`src/rtl/online_digit_sequencer.sv`:
```
// online_digit_sequencer: master cycle count, digit FIFO and flush
// sequencing ahead of computation_control in the online multiplier.
module online_digit_sequencer #(
  parameter int N_DIGITS   = 32,
  parameter int DELTA      = 3,
  parameter int FIFO_DEPTH = 4
) (
  input  logic       clk,
  input  logic       rst_n,
  input  logic       start,
  input  logic       enable_for_input,
  input  logic       in_valid,
  output logic       in_ready,
  input  logic [1:0] in_x,
  input  logic [1:0] in_y,
  output logic [8:0] cnt_master,
  output logic [1:0] x_digit,
  output logic [1:0] y_digit,
  output logic       digit_valid,
  output logic [6:0] digit_idx,
  output logic       busy,
  output logic       done,
  output logic       underrun,
  output logic       illegal
);

  typedef enum logic [1:0] {
    IDLE,
    RUN,
    FLUSH,
    FIN
  } state_t;

  localparam int AW = $clog2(FIFO_DEPTH);
  localparam logic [AW:0] DEPTH_C = FIFO_DEPTH[AW:0];
  localparam logic [6:0] N_C = N_DIGITS[6:0];
  localparam logic [2:0] DELTA_C = DELTA[2:0];
  localparam logic [8:0] CNT_MAX = 9'd511;

  state_t state, state_n;

  // entry layout: {bad, x, y}
  logic [4:0] mem [FIFO_DEPTH];
  logic [4:0] head;
  logic [AW-1:0] rd_ptr, wr_ptr;
  logic [AW:0] count, count_n;
  logic [6:0] accepted, accepted_n;
  logic [6:0] consumed;
  logic [2:0] flushed;
  logic in_ready_n;
  logic push, pop, empty, bad;
  logic [1:0] sx, sy;

  assign head  = mem[rd_ptr];
  assign empty = (count == '0);
  assign push  = in_valid & in_ready;
  assign pop   = enable_for_input & (state == RUN) & ~empty;
  assign bad   = (in_x == 2'b10) | (in_y == 2'b10);
  assign sx    = (in_x == 2'b10) ? 2'b00 : in_x;
  assign sy    = (in_y == 2'b10) ? 2'b00 : in_y;

  // next state, FIFO occupancy, accepted count and the ready they imply
  always_comb begin
    state_n    = state;
    count_n    = count;
    accepted_n = accepted;
    if (push & ~pop) begin
      count_n = count + (AW+1)'(1);
    end else if (~push & pop) begin
      count_n = count - (AW+1)'(1);
    end
    unique case (state)
      IDLE: begin
        if (start) begin
          state_n    = RUN;
          accepted_n = 7'(count) + 7'(push);
        end else begin
          accepted_n = accepted + 7'(push);
        end
      end
      RUN: begin
        accepted_n = accepted + 7'(push);
        if (enable_for_input && consumed == N_C - 7'd1) begin
          state_n = (DELTA == 0) ? FIN : FLUSH;
        end
      end
      FLUSH: begin
        if (enable_for_input && flushed == DELTA_C - 3'd1) begin
          state_n = FIN;
        end
      end
      FIN: begin
        state_n    = IDLE;
        accepted_n = '0;
      end
      default: state_n = IDLE;
    endcase
    in_ready_n = (count_n != DEPTH_C) &
                 ((state_n == IDLE) | (state_n == RUN)) &
                 (accepted_n < N_C);
  end

  // FIFO storage and pointers
  always_ff @(posedge clk or negedge rst_n) begin
    if (!rst_n) begin
      for (int i = 0; i < FIFO_DEPTH; i++) mem[i] <= '0;
      rd_ptr <= '0;
      wr_ptr <= '0;
      count  <= '0;
    end else begin
      if (push) begin
        mem[wr_ptr] <= {bad, sx, sy};
        wr_ptr      <= wr_ptr + AW'(1);
      end
      if (pop) rd_ptr <= rd_ptr + AW'(1);
      count <= count_n;
    end
  end

  // sequencing FSM with registered digit, count and status outputs
  always_ff @(posedge clk or negedge rst_n) begin
    if (!rst_n) begin
      state       <= IDLE;
      accepted    <= '0;
      consumed    <= '0;
      flushed     <= '0;
      in_ready    <= 1'b0;
      cnt_master  <= '0;
      x_digit     <= '0;
      y_digit     <= '0;
      digit_valid <= 1'b0;
      digit_idx   <= '0;
      busy        <= 1'b0;
      done        <= 1'b0;
      underrun    <= 1'b0;
      illegal     <= 1'b0;
    end else begin
      state       <= state_n;
      accepted    <= accepted_n;
      in_ready    <= in_ready_n;
      digit_valid <= 1'b0;
      done        <= 1'b0;
      unique case (state)
        IDLE: begin
          cnt_master <= '0;
          if (start) begin
            busy     <= 1'b1;
            underrun <= 1'b0;
            illegal  <= 1'b0;
            consumed <= '0;
            flushed  <= '0;
          end
        end
        RUN: begin
          if (cnt_master != CNT_MAX) begin
            cnt_master <= cnt_master + 9'd1;
          end else begin
            underrun <= 1'b1;
          end
          if (enable_for_input) begin
            digit_valid <= 1'b1;
            digit_idx   <= consumed;
            consumed    <= consumed + 7'd1;
            if (!empty) begin
              x_digit <= head[3:2];
              y_digit <= head[1:0];
              if (head[4]) illegal <= 1'b1;
            end else begin
              x_digit  <= 2'b00;
              y_digit  <= 2'b00;
              underrun <= 1'b1;
            end
          end
        end
        FLUSH: begin
          if (cnt_master != CNT_MAX) begin
            cnt_master <= cnt_master + 9'd1;
          end
          if (enable_for_input) begin
            digit_valid <= 1'b1;
            digit_idx   <= N_C + 7'(flushed);
            flushed     <= flushed + 3'd1;
            x_digit     <= 2'b00;
            y_digit     <= 2'b00;
          end
        end
        FIN: begin
          done       <= 1'b1;
          busy       <= 1'b0;
          cnt_master <= '0;
        end
        default: ;
      endcase
    end
  end

endmodule

```
`config.mk`:
```
export PLATFORM = sky130hd
export DESIGN_NAME = online_digit_sequencer
export DESIGN_NICKNAME = d
export VERILOG_FILES = /design/src/rtl/online_digit_sequencer.sv
export SDC_FILE = /design/constraint.sdc
export NUM_CORES = 1
export LEC_CHECK = 0
export BUFFER_PORTS_ARGS = -buffer_cell sky130_fd_sc_hd__clkbuf_2
export CORE_MARGIN = 2
export CORE_UTILIZATION = 25
export DETAILED_ROUTE_END_ITERATION = 16
export PLACE_DENSITY_LB_ADDON = 0.05
export SLEW_MARGIN = 0
export SYNTH_ARGS = -nofsm -noshare
export SYNTH_HDL_FRONTEND = slang
export SYNTH_SLANG_ARGS = --single-unit
export TNS_END_PERCENT = 50
```
`constraint.sdc`:
```
create_clock -name clk -period 3.93 [get_ports clk]
set_input_delay 0.5895 -clock clk [delete_from_list [all_inputs] [get_ports clk]]
set_output_delay 0.5895 -clock clk [all_outputs]
set_load 0.01 [all_outputs]
```
==> summary.txt <==
async set or reset register ratio after synthesis: 1.00
synth unique cells: 42
Hold Vio Cnt, Final: 0
root buf cell: clkbuf_16
Layout Skew: 4.26 ps
Post-synth EDFFs: 0
Slew Limit Fails: 0
area occupied by multi-input gates: 0.00174 mm²
CP startpoint kind: register
insertion delay of the later-clocked pin in the worst-skew pair: 340 ps
post-synthesis sequential area ratio: 0.493
cts bufs inserted: 9
Yosys reg bits: 72
# DRC: 0
diode count: 0
port bufs: 34
clk buf depth: 2
slew margin rel.: 0.346
drt pass-1 iters: 4
Worst Setup End Kind: register
Layout fillers: 1525
Critical Path AT: 2590 ps
largest net degree at the start of global routing: 73
Critical R2R Launch: state[1]$_DFF_PN0_
HPWL Detailed: 6.41 mm
gr usage total: 0.127
Final period util: 0.593
Die Span X: 125 µm
antenna violations before repair: 0
Max Clk Rate: 429 MHz
setup tns final: 0 ps
Ports: 35
Tmin final: 2330 ps
Worst Max-Slew Pin Slew: 981 ps
register area: 0.00180 mm²
post-route ant nets: 0
status: complete, no violations
total die area: 0.0156 mm²
vias post-DR: 2729
Routability Congestion: 0.741
max-cap violation count: 0
Tightest Hold Check Type: input port to asynchronous set/reset pin
Initial Utilization: 0.253
final WL: 9.27 mm
Syn Inst Count: 364
most frequent cells in the layout: 72 x dfrtp_1, 48 x nand2_1, 33 x clkbuf_2, 32 x o21ai_0, 25 x nor2_1
vias per cell: 4.66
Post-CTS Hold Buffers: 0
CTS resizes: 0
Worst-path clk slew: 60 ps
final net count: 427
CTS sink count: 72
power density over cell area: 706 mW/mm²
CTS tree: yes
commonest non-fill, non-tap cell in the layout: dfrtp_1
Syn Nets: 393
VDD IR-drop max: 0.237 mV
Synth Flop Type: dfrtp_1
global-route wire length before repair: 15.3 mm
crit-path max FO: 16
Syn-to-layout area delta: 17.7%
synthesized area: 0.00365 mm²
core area: 0.0144 mm²
Yosys warning count: 0
grt total ovfl: 0
Final Util: 0.298
CP startpoint: state[1]$_DFF_PN0_
Die H: 125 µm
Lkg Pwr: 1.97 nW
Site Rows: 44
Routed WL per cell: 15.8 µm
CP required: 4190 ps
detailed router's first-iteration violation count: 115
RSZ-0062 raised after global routing: no
Setup CP Type: register to register
layout cells sized above 1: 0.152
vias in the first global route: 2713
# H-tree levels: 3
number of buffers inserted by post-CTS setup repair: 0
syn_area_per_cell: 10.0 µm²
final setup vio count: 0
## synth_stat cells (4+ instances only)
| master | number | share of area |
|---|---|---|
| a21oi_1 | 19 | 0.026 |
| a22o_1 | 4 | 0.0096 |
| and2_1 | 10 | 0.017 |
| buf_2 | 4 | 0.0055 |
| clkbuf_1 | 7 | 0.0072 |
| dfrtp_1 | 72 | 0.49 |
| ha_1 | 20 | 0.068 |
| inv_1 | 16 | 0.016 |
| mux2i_1 | 8 | 0.022 |
| mux4_2 | 5 | 0.031 |
| nand2_1 | 48 | 0.049 |
| nand2b_1 | 4 | 0.0068 |
| nand3_1 | 7 | 0.0096 |
| nand4_1 | 6 | 0.010 |
| nor2_1 | 25 | 0.026 |
| nor2b_1 | 13 | 0.022 |
| o21ai_0 | 32 | 0.044 |
| o21ai_1 | 5 | 0.0068 |
| o22ai_1 | 7 | 0.012 |
| o2bb2ai_1 | 7 | 0.017 |
| xnor2_1 | 11 | 0.026 |
| xor2_1 | 7 | 0.017 |
## registers in the layout, indices dropped and copies added, names as in the netlist, 2 cells and up
register / cells
cnt_master: 9
rd_ptr: 2
accepted: 7
flushed: 3
wr_ptr: 2
digit_idx: 7
state: 2
y_digit: 2
consumed: 7
x_digit: 2
count: 3
mem: 20
## worst max-delay path: stages (launching register included)
cell and delay, ps:
dfrtp_1 450, inv_1 110, ha_1 580, nand2_2 280, o21ai_1 280, mux2i_1 100, a32o_1 240, a211oi_2 210
## per-stage QoR
| stage | power [mW] | cells | hold WS [ps] | instance area [µm²] | setup WS [ps] |
|---|---|---|---|---|---|
| after floorplan | 1.89 | 364 | 294 | 3650 | 1970 |
| after global placement | 2.25 | 571 | 459 | 4020 | 1590 |
| after detailed placement | 2.25 | 571 | 470 | 4020 | 1580 |
| after CTS | 3.10 | 586 | 471 | 4300 | 1550 |
| after global routing | 3.29 | 586 | 504 | 4300 | 1380 |
| final | 3.04 | 586 | 400 | 4300 | 1600 |
## layout make-up
type,count,share of cell area
clock buffers,11,0.0564
clock inverters,4,0.0105
inverters,17,0.0148
multi-input cells,263,0.404
flip-flops and latches,72,0.419
well taps,184,0.0535
repair buffers,35,0.0419
## final timing paths
path	end	slack, ps	cells past startpoint
max	in_ready$_DFF_PN0_	1600	7
min	accepted[2]$_DFFE_PN0N_	400	1
max reg2reg	in_ready$_DFF_PN0_	1600	7
min reg2reg	mem[11]$_DFFE_PN0P_	470	2
max in group asynchronous	accepted[0]$_DFFE_PN0N_	2880	1
min in group clk	mem[11]$_DFFE_PN0P_	470	2
## cells by family (layout without fill, tap and decap cells)
logic type               Yosys count  in the layout  share of synthesized area
buffers and inverters             29             67                     0.0312
XOR/XNOR                          18             18                     0.0431
multiplexers                      13             13                     0.0527
adder cells (fa/ha/maj)           20             20                     0.0685
AND/OR/NAND/NOR                  122            122                      0.159
AO/OA/AOI/OAI                     90             90                      0.153
flip-flops                        72             72                      0.493
## per-layer routing
metal,vias to the layer above,global-route usage,routed length (µm)
met3,16,0.0215,204
met1,1335,0.180,4720
met2,34,0.185,4080
li1,1344,-,-
met5,-,0,0
met4,0,0.0693,257
## where the power goes
part / internal (mW) / switching, mW
Clock: 0.502 / 0.323
Sequential: 0.982 / 0.224
Combinational: 0.442 / 0.564
Total: 1.93 / 1.11
No activity file was read; power rests on OpenSTA's default activity.
